## config.mk

```make
export PLATFORM = sky130hd
export DESIGN_NAME = dbg_cmd_bridge_flat
export DESIGN_NICKNAME = d
export VERILOG_FILES = /design/src/rtl/dbg_cmd_bridge_if.sv /design/src/rtl/dbg_cmd_bridge.sv /design/src/flat_wrapper.sv
export SDC_FILE = /design/constraint.sdc
export NUM_CORES = 1
export LEC_CHECK = 0
export ABC_AREA = 1
export CAP_MARGIN = 25
export CELL_PAD_IN_SITES_DETAIL_PLACEMENT = 1
export CELL_PAD_IN_SITES_GLOBAL_PLACEMENT = 1
export CORE_MARGIN = 3
export CORE_UTILIZATION = 42
export DETAILED_ROUTE_END_ITERATION = 8
export PLACE_DENSITY = 0.94
export SETUP_SLACK_MARGIN = 0.3
export SLEW_MARGIN = 10
export SYNTH_ARGS = -nofsm -noshare
export SYNTH_HDL_FRONTEND = slang
export SYNTH_SLANG_ARGS = --single-unit
```

## constraint.sdc

```tcl
create_clock -name clk -period 2.9 [get_ports clk]
set_input_delay 0.435 -clock clk [delete_from_list [all_inputs] [get_ports clk]]
set_output_delay 0.435 -clock clk [all_outputs]
set_load 0.03 [all_outputs]
```

## src/rtl/dbg_cmd_bridge_if.sv

```systemverilog
`default_nettype none
// +----------------------------------------------------------------------------+
// | Module   : dbg_cmd_bridge_if                                               |
// | Purpose  : Receive strobe, transmit handshake and register bus of the      |
// |            debug command bridge.                                           |
// | Revision : 1.0  initial release                                            |
// +----------------------------------------------------------------------------+
interface dbg_cmd_bridge_if #(
    parameter int ADDR_W = 4
);
    logic              rcv;
    logic [7:0]        rxdata;
    logic              tx_ready;
    logic              tx_start;
    logic [7:0]        tx_data;
    logic [ADDR_W-1:0] reg_addr;
    logic [7:0]        reg_wdata;
    logic              reg_we;
    logic              reg_re;
    logic [7:0]        reg_rdata;
    logic              busy;
    logic              ovf;

    // master is the bridge itself; slave is the receiver/transmitter/register side
    modport master (
        input  rcv, rxdata, tx_ready, reg_rdata,
        output tx_start, tx_data, reg_addr, reg_wdata, reg_we, reg_re, busy, ovf
    );

    modport slave (
        output rcv, rxdata, tx_ready, reg_rdata,
        input  tx_start, tx_data, reg_addr, reg_wdata, reg_we, reg_re, busy, ovf
    );
endinterface
`default_nettype wire

```

## src/rtl/dbg_cmd_bridge.sv

```systemverilog
`default_nettype none
// +----------------------------------------------------------------------------+
// | Module   : dbg_cmd_bridge                                                  |
// | Purpose  : Framed 1-3 byte command decoder driving a local register bus    |
// |            and returning one response byte per frame.                      |
// | Revision : 1.0  initial release                                            |
// +----------------------------------------------------------------------------+
module dbg_cmd_bridge #(
    parameter int ADDR_W      = 4,
    parameter int TIMEOUT_CYC = 1200000
) (
    input  wire logic         clk,
    input  wire logic         rstn,
    dbg_cmd_bridge_if.master  bus
);

    localparam int              c_CNT_W   = $clog2(TIMEOUT_CYC + 1);
    localparam logic [c_CNT_W-1:0] c_TMO_MAX = c_CNT_W'(TIMEOUT_CYC);
    localparam logic [c_CNT_W-1:0] c_TMO_ONE = c_CNT_W'(1);

    localparam logic [7:0] c_OP_READ  = 8'h52;
    localparam logic [7:0] c_OP_WRITE = 8'h57;
    localparam logic [7:0] c_OP_PING  = 8'h50;
    localparam logic [7:0] c_RSP_OK   = 8'h4B;
    localparam logic [7:0] c_RSP_ACK  = 8'h41;
    localparam logic [7:0] c_RSP_ERR  = 8'h3F;

    typedef enum logic [2:0] {
        S_IDLE     = 3'd0,
        S_GET_ADDR = 3'd1,
        S_GET_DATA = 3'd2,
        S_RD_WAIT  = 3'd3,
        S_SEND     = 3'd4,
        S_WAIT_LO  = 3'd5,
        S_WAIT_HI  = 3'd6
    } state_t;

    state_t               r_state,     w_state;
    logic                 r_is_write,  w_is_write;
    logic                 r_addr_ok,   w_addr_ok;
    logic [c_CNT_W-1:0]   r_tmo_cnt,   w_tmo_cnt;
    logic                 r_tx_start,  w_tx_start;
    logic [7:0]           r_tx_data,   w_tx_data;
    logic [ADDR_W-1:0]    r_reg_addr,  w_reg_addr;
    logic [7:0]           r_reg_wdata, w_reg_wdata;
    logic                 r_reg_we,    w_reg_we;
    logic                 r_reg_re,    w_reg_re;
    logic                 r_busy,      w_busy;
    logic                 r_ovf,       w_ovf;

    logic                 w_rx_addr_ok;
    logic [c_CNT_W-1:0]   w_tmo_inc;
    logic                 w_tmo_expired;

    // An address byte is legal only if no bit at or above ADDR_W is set.
    assign w_rx_addr_ok  = ((bus.rxdata >> ADDR_W) == 8'h00);
    assign w_tmo_inc     = (r_tmo_cnt == c_TMO_MAX) ? r_tmo_cnt : (r_tmo_cnt + c_TMO_ONE);
    assign w_tmo_expired = (w_tmo_inc == c_TMO_MAX);

    always_ff @(posedge clk or negedge rstn) begin
        if (!rstn) begin
            r_state     <= S_IDLE;
            r_is_write  <= 1'b0;
            r_addr_ok   <= 1'b0;
            r_tmo_cnt   <= '0;
            r_tx_start  <= 1'b0;
            r_tx_data   <= 8'h00;
            r_reg_addr  <= '0;
            r_reg_wdata <= 8'h00;
            r_reg_we    <= 1'b0;
            r_reg_re    <= 1'b0;
            r_busy      <= 1'b0;
            r_ovf       <= 1'b0;
        end else begin
            r_state     <= w_state;
            r_is_write  <= w_is_write;
            r_addr_ok   <= w_addr_ok;
            r_tmo_cnt   <= w_tmo_cnt;
            r_tx_start  <= w_tx_start;
            r_tx_data   <= w_tx_data;
            r_reg_addr  <= w_reg_addr;
            r_reg_wdata <= w_reg_wdata;
            r_reg_we    <= w_reg_we;
            r_reg_re    <= w_reg_re;
            r_busy      <= w_busy;
            r_ovf       <= w_ovf;
        end
    end

    always_comb begin
        w_state     = r_state;
        w_is_write  = r_is_write;
        w_addr_ok   = r_addr_ok;
        w_tmo_cnt   = '0;
        w_tx_start  = 1'b0;
        w_tx_data   = r_tx_data;
        w_reg_addr  = r_reg_addr;
        w_reg_wdata = r_reg_wdata;
        w_reg_we    = 1'b0;
        w_reg_re    = 1'b0;
        w_ovf       = r_ovf;

        case (r_state)
            S_IDLE: begin
                if (bus.rcv) begin
                    case (bus.rxdata)
                        c_OP_READ: begin
                            w_is_write = 1'b0;
                            w_state    = S_GET_ADDR;
                        end
                        c_OP_WRITE: begin
                            w_is_write = 1'b1;
                            w_state    = S_GET_ADDR;
                        end
                        c_OP_PING: begin
                            w_tx_data = c_RSP_ACK;
                            w_state   = S_SEND;
                        end
                        default: begin
                            w_tx_data = c_RSP_ERR;
                            w_state   = S_SEND;
                        end
                    endcase
                end
            end

            S_GET_ADDR: begin
                if (bus.rcv) begin
                    w_reg_addr = bus.rxdata[ADDR_W-1:0];
                    w_addr_ok  = w_rx_addr_ok;
                    if (r_is_write) begin
                        w_state = S_GET_DATA;
                    end else begin
                        w_reg_re = w_rx_addr_ok;
                        w_state  = S_RD_WAIT;
                    end
                end else begin
                    w_tmo_cnt = w_tmo_inc;
                    if (w_tmo_expired) begin
                        w_state = S_IDLE;
                    end
                end
            end

            S_GET_DATA: begin
                if (bus.rcv) begin
                    w_reg_wdata = bus.rxdata;
                    w_reg_we    = r_addr_ok;
                    w_tx_data   = r_addr_ok ? c_RSP_OK : c_RSP_ERR;
                    w_state     = S_SEND;
                end else begin
                    w_tmo_cnt = w_tmo_inc;
                    if (w_tmo_expired) begin
                        w_state = S_IDLE;
                    end
                end
            end

            // First cycle carries reg_re; read data is valid only in the cycle after it.
            S_RD_WAIT: begin
                if (bus.rcv) begin
                    w_ovf = 1'b1;
                end
                if (!r_reg_re) begin
                    w_tx_data = r_addr_ok ? bus.reg_rdata : c_RSP_ERR;
                    w_state   = S_SEND;
                end
            end

            S_SEND: begin
                if (bus.rcv) begin
                    w_ovf = 1'b1;
                end
                if (bus.tx_ready) begin
                    w_tx_start = 1'b1;
                    w_state    = S_WAIT_LO;
                end
            end

            S_WAIT_LO: begin
                if (bus.rcv) begin
                    w_ovf = 1'b1;
                end
                if (!bus.tx_ready) begin
                    w_state = S_WAIT_HI;
                end
            end

            S_WAIT_HI: begin
                if (bus.rcv) begin
                    w_ovf = 1'b1;
                end
                if (bus.tx_ready) begin
                    w_state = S_IDLE;
                end
            end

            default: begin
                w_state = S_IDLE;
            end
        endcase

        w_busy = (w_state != S_IDLE);
    end

    assign bus.tx_start  = r_tx_start;
    assign bus.tx_data   = r_tx_data;
    assign bus.reg_addr  = r_reg_addr;
    assign bus.reg_wdata = r_reg_wdata;
    assign bus.reg_we    = r_reg_we;
    assign bus.reg_re    = r_reg_re;
    assign bus.busy      = r_busy;
    assign bus.ovf       = r_ovf;

endmodule
`default_nettype wire
```

## src/flat_wrapper.sv

```systemverilog
// flat-port wrapper written by rule: the top's interface ports become plain ports
module dbg_cmd_bridge_flat 
#(
    parameter int ADDR_W      = 4,
    parameter int TIMEOUT_CYC = 1200000
)
  (clk, rstn, bus_rcv, bus_rxdata, bus_tx_ready, bus_reg_rdata, bus_tx_start, bus_tx_data, bus_reg_addr, bus_reg_wdata, bus_reg_we, bus_reg_re, bus_busy, bus_ovf);
  dbg_cmd_bridge_if #(.ADDR_W(ADDR_W)) bus_i ();
  input  wire logic clk;
  input  wire logic rstn;
  input wire logic [$bits(bus_i.rcv)-1:0] bus_rcv;
  input wire logic [$bits(bus_i.rxdata)-1:0] bus_rxdata;
  input wire logic [$bits(bus_i.tx_ready)-1:0] bus_tx_ready;
  input wire logic [$bits(bus_i.reg_rdata)-1:0] bus_reg_rdata;
  output wire logic [$bits(bus_i.tx_start)-1:0] bus_tx_start;
  output wire logic [$bits(bus_i.tx_data)-1:0] bus_tx_data;
  output wire logic [$bits(bus_i.reg_addr)-1:0] bus_reg_addr;
  output wire logic [$bits(bus_i.reg_wdata)-1:0] bus_reg_wdata;
  output wire logic [$bits(bus_i.reg_we)-1:0] bus_reg_we;
  output wire logic [$bits(bus_i.reg_re)-1:0] bus_reg_re;
  output wire logic [$bits(bus_i.busy)-1:0] bus_busy;
  output wire logic [$bits(bus_i.ovf)-1:0] bus_ovf;
  assign bus_i.rcv = bus_rcv;
  assign bus_i.rxdata = bus_rxdata;
  assign bus_i.tx_ready = bus_tx_ready;
  assign bus_i.reg_rdata = bus_reg_rdata;
  assign bus_tx_start = bus_i.tx_start;
  assign bus_tx_data = bus_i.tx_data;
  assign bus_reg_addr = bus_i.reg_addr;
  assign bus_reg_wdata = bus_i.reg_wdata;
  assign bus_reg_we = bus_i.reg_we;
  assign bus_reg_re = bus_i.reg_re;
  assign bus_busy = bus_i.busy;
  assign bus_ovf = bus_i.ovf;
  dbg_cmd_bridge #(.ADDR_W(ADDR_W), .TIMEOUT_CYC(TIMEOUT_CYC)) u_core (.clk(clk), .rstn(rstn), .bus(bus_i));
endmodule
```

==> flow_summary.toml <==
[run_status]
status = "complete, no violations"

[timing]
fin_tns_setup_ns = 0
fmax_mhz = 453.5
period_needed_ns = 2.205
setup_viol = 0
holdWs_ns = 0.1078
grt_setup_unrepaired = "false"
hold_violations = 0
slew_headroom_pct = 47.51
period_share_pct = 76.03
skew_ns = 0.006327
tightest_slew_ns = 0.7792
finalMaxSlewViolations = 0

[power]
power.density_nw_per_um2 = 713.9
vdd_drop_max_mv = 0.5630
leakage_nw = 1.485

[setup_path]
end_kind = "flip-flop"
startpoint_type = "flip-flop"
cp.required_ns = 3.10
arrival_ns = 2.41
crit_type = "flip-flop to flip-flop"
cp_max_fo = 9

[synthesis]
syn_area_um2 = 2816
synth_fa_ha_area_share_pct = 0.8885
yosysTopAreaCell = "dfrtp_1"
ys_ff_latch = 51
synth_commonest_cells = "nand2_1, nor2_1, inv_1"
synth_warnings = 0
synth_cell_types = 33
synth.most_common_cell = "nand2_1"
syn_inst = 379
yosys.area_share.simple_pct = 32.47
synthMuxAreaShare_pct = 0
synth_top_family_by_area = "simple AND/OR/NAND/NOR gates"
synth_top_area_share_pct = 45.31
synth_compound_area_share_pct = 10.62
async_flop_share_pct = 100.0
synth.area.top_cells = "dfrtp_1, nand2_1, nor2_1"
synth-main-ff-cell = "dfrtp_1"
synth_edf_count = 0
synthXorXnorAreaFrac_pct = 2.177
synth.yosys.seq_area_share_pct = 45.31
syn_nets = 401
synth.avg_cell_area_um2 = 7.431

[final_layout]
nets = 447
n_antenna_cell = 0
drive_above_1_share_pct = 6.103
area_growth_pct = 21.10

[cts]
cts.sinks = 51
cts_root_buf = "clkbuf_8"
ctsHoldBuffers = 0
clk_pin_slew_ns = 0.09
cts_tree = "yes"
post_cts_buffers = 0
cts_buffers = 5
clockBufferDepth = 2
cts_resized = 0
insertion_delay_ns = 0.31
htree_num_levels = 2

[floorplan]
dieArea_um2 = 7725
die_h_um = 87.89
coreArea_um2 = 6422
die_w_um = 87.89
initial_core_util_pct = 43.85
num_rows = 29
io_pins = 45

[detailed_routing]
ant_nets = 0
drc = 0
wl_met2_mm = 4.206
wl_met3_um = 299
highest_layer = "met4"
via_count = 2670
via_per_inst = 5.308
first_pass_iters = 5
wl_met1_mm = 3.499
routed_wl_mm = 8.080
initialDrtViolationCount = 93
wl_per_cell_um = 16.06

[grt]
grt_pass1_vias = 2886
grt_pass1_wl_mm = 13.46
grt_max_degree = 31
grt.overflow.total = 0
antenna_found_initial = 0
grt_use_total_pct = 22.15

[job]
drv_cap = 0

[placed_design]
dp_hpwl_mm = 6.409
gp_congestion = 0.8830
io_buffers = 44

[hold_path]
hold_class = "input port to asynchronous set/reset pin"
-- through the flow --
step                      util, %  power (mW)  setup slack, ns  cell area, um^2  cells
after floorplan                 -       1.591            1.117             2816    379
after detailed placement    51.78       2.033           0.5306             3326    495
final                       53.11       2.435           0.6950             3411    503
after CTS                   53.11       2.451           0.6626             3411    503
after global placement      51.78       1.981           0.6373             3326    495
after global routing        53.11       2.574           0.4718             3411    503
-- cell type report --
class	instances	area [um^2]
Clock buffer	6	72.57
Inverter	56	210.2
Multi-Input combinational cell	266	1300
Fill cell	823	3012
Timing Repair Buffer	45	442.9
Clock inverter	2	12.51
Sequential cell	51	1276
Tap cell	77	96.34
-- cell usage in the layout, fill, tap and decap left out, types with 2 or more instances in the layout --
master / synthesis / layout
clkbuf_8: 0 / 5
a41oi_1: 2 / 2
inv_2: 2 / 2
o21a_1: 4 / 4
nand3_1: 25 / 25
dfrtp_1: 51 / 51
ha_1: 2 / 2
nor3_1: 6 / 6
nand2_2: 3 / 3
nand4_1: 13 / 13
xor2_1: 7 / 7
clkdlybuf4s50_1: 0 / 43
o21ai_0: 23 / 23
nor2_2: 2 / 2
nor2_4: 3 / 3
a21oi_1: 8 / 8
nor2_1: 66 / 66
inv_1: 54 / 54
o211ai_1: 4 / 4
nand2_1: 85 / 85
-- logic make-up (layout without fill, tap and decap cells) --
family	count (synthesis)	in the layout
compound gates	48	48
buf+inv	62	109
flops	51	51
simple gates	209	209
fa+ha+maj	2	2
xor+xnor	7	7
-- critical path, cell delays in order, from the launching register on --
cell     delay [ns]
dfrtp_1        0.40
ha_1           0.20
nand3_1        0.17
inv_2          0.18
nand3_1        0.14
nand2_1        0.12
nand4_1        0.11
nor2_1         0.16
nand2_1        0.09
nor2_1         0.10
nand2_1        0.08
nand2_1        0.06
nand2_1        0.06
a21oi_2        0.17
nand2_1        0.06
-- power breakdown --
group	internal [mW]	total, mW	switching (mW)
Combinational	0.380	1.02	0.644
Sequential	0.868	0.996	0.128
Clock	0.169	0.415	0.246
Total	1.42	2.43	1.02
-- worst paths after layout --
path,from,end,slack (ns),cells after the start
min in group clk,u_core.bus.ovf$_DFFE_PN0P_,u_core.bus.ovf$_DFFE_PN0P_,0.47,1
hold reg to reg,u_core.bus.ovf$_DFFE_PN0P_,u_core.bus.ovf$_DFFE_PN0P_,0.47,1
setup reg to reg,u_core.r_tmo_cnt[0]$_DFF_PN0_,u_core.bus.busy$_DFF_PN0_,0.70,14
setup / recovery,u_core.r_tmo_cnt[0]$_DFF_PN0_,u_core.bus.busy$_DFF_PN0_,0.70,14
max in group asynchronous,rstn,u_core.r_tmo_cnt[14]$_DFF_PN0_,1.98,2
hold / removal,rstn,u_core.r_state[1]$_DFF_PN0_,0.11,1
-- registers in the layout (all words and copies together) (netlist names) --
name                  count
u_core.bus.reg_re         1
u_core.r_state            3
u_core.bus.reg_we         1
u_core.r_addr_ok          1
u_core.bus.tx_data        8
u_core.r_is_write         1
u_core.bus.reg_addr       4
u_core.bus.reg_wdata      8
u_core.r_tmo_cnt         21
u_core.bus.tx_start       1
u_core.bus.ovf            1
u_core.bus.busy           1
-- routing by layer --
metal | up-vias | GRT usage, %
met5 | - | 0
met4 | 0 | 4.881
met3 | 9 | 4.610
met2 | 50 | 39.79
met1 | 1314 | 27.26
li1 | 1297 | -
(Power assumes the default switching activity.)
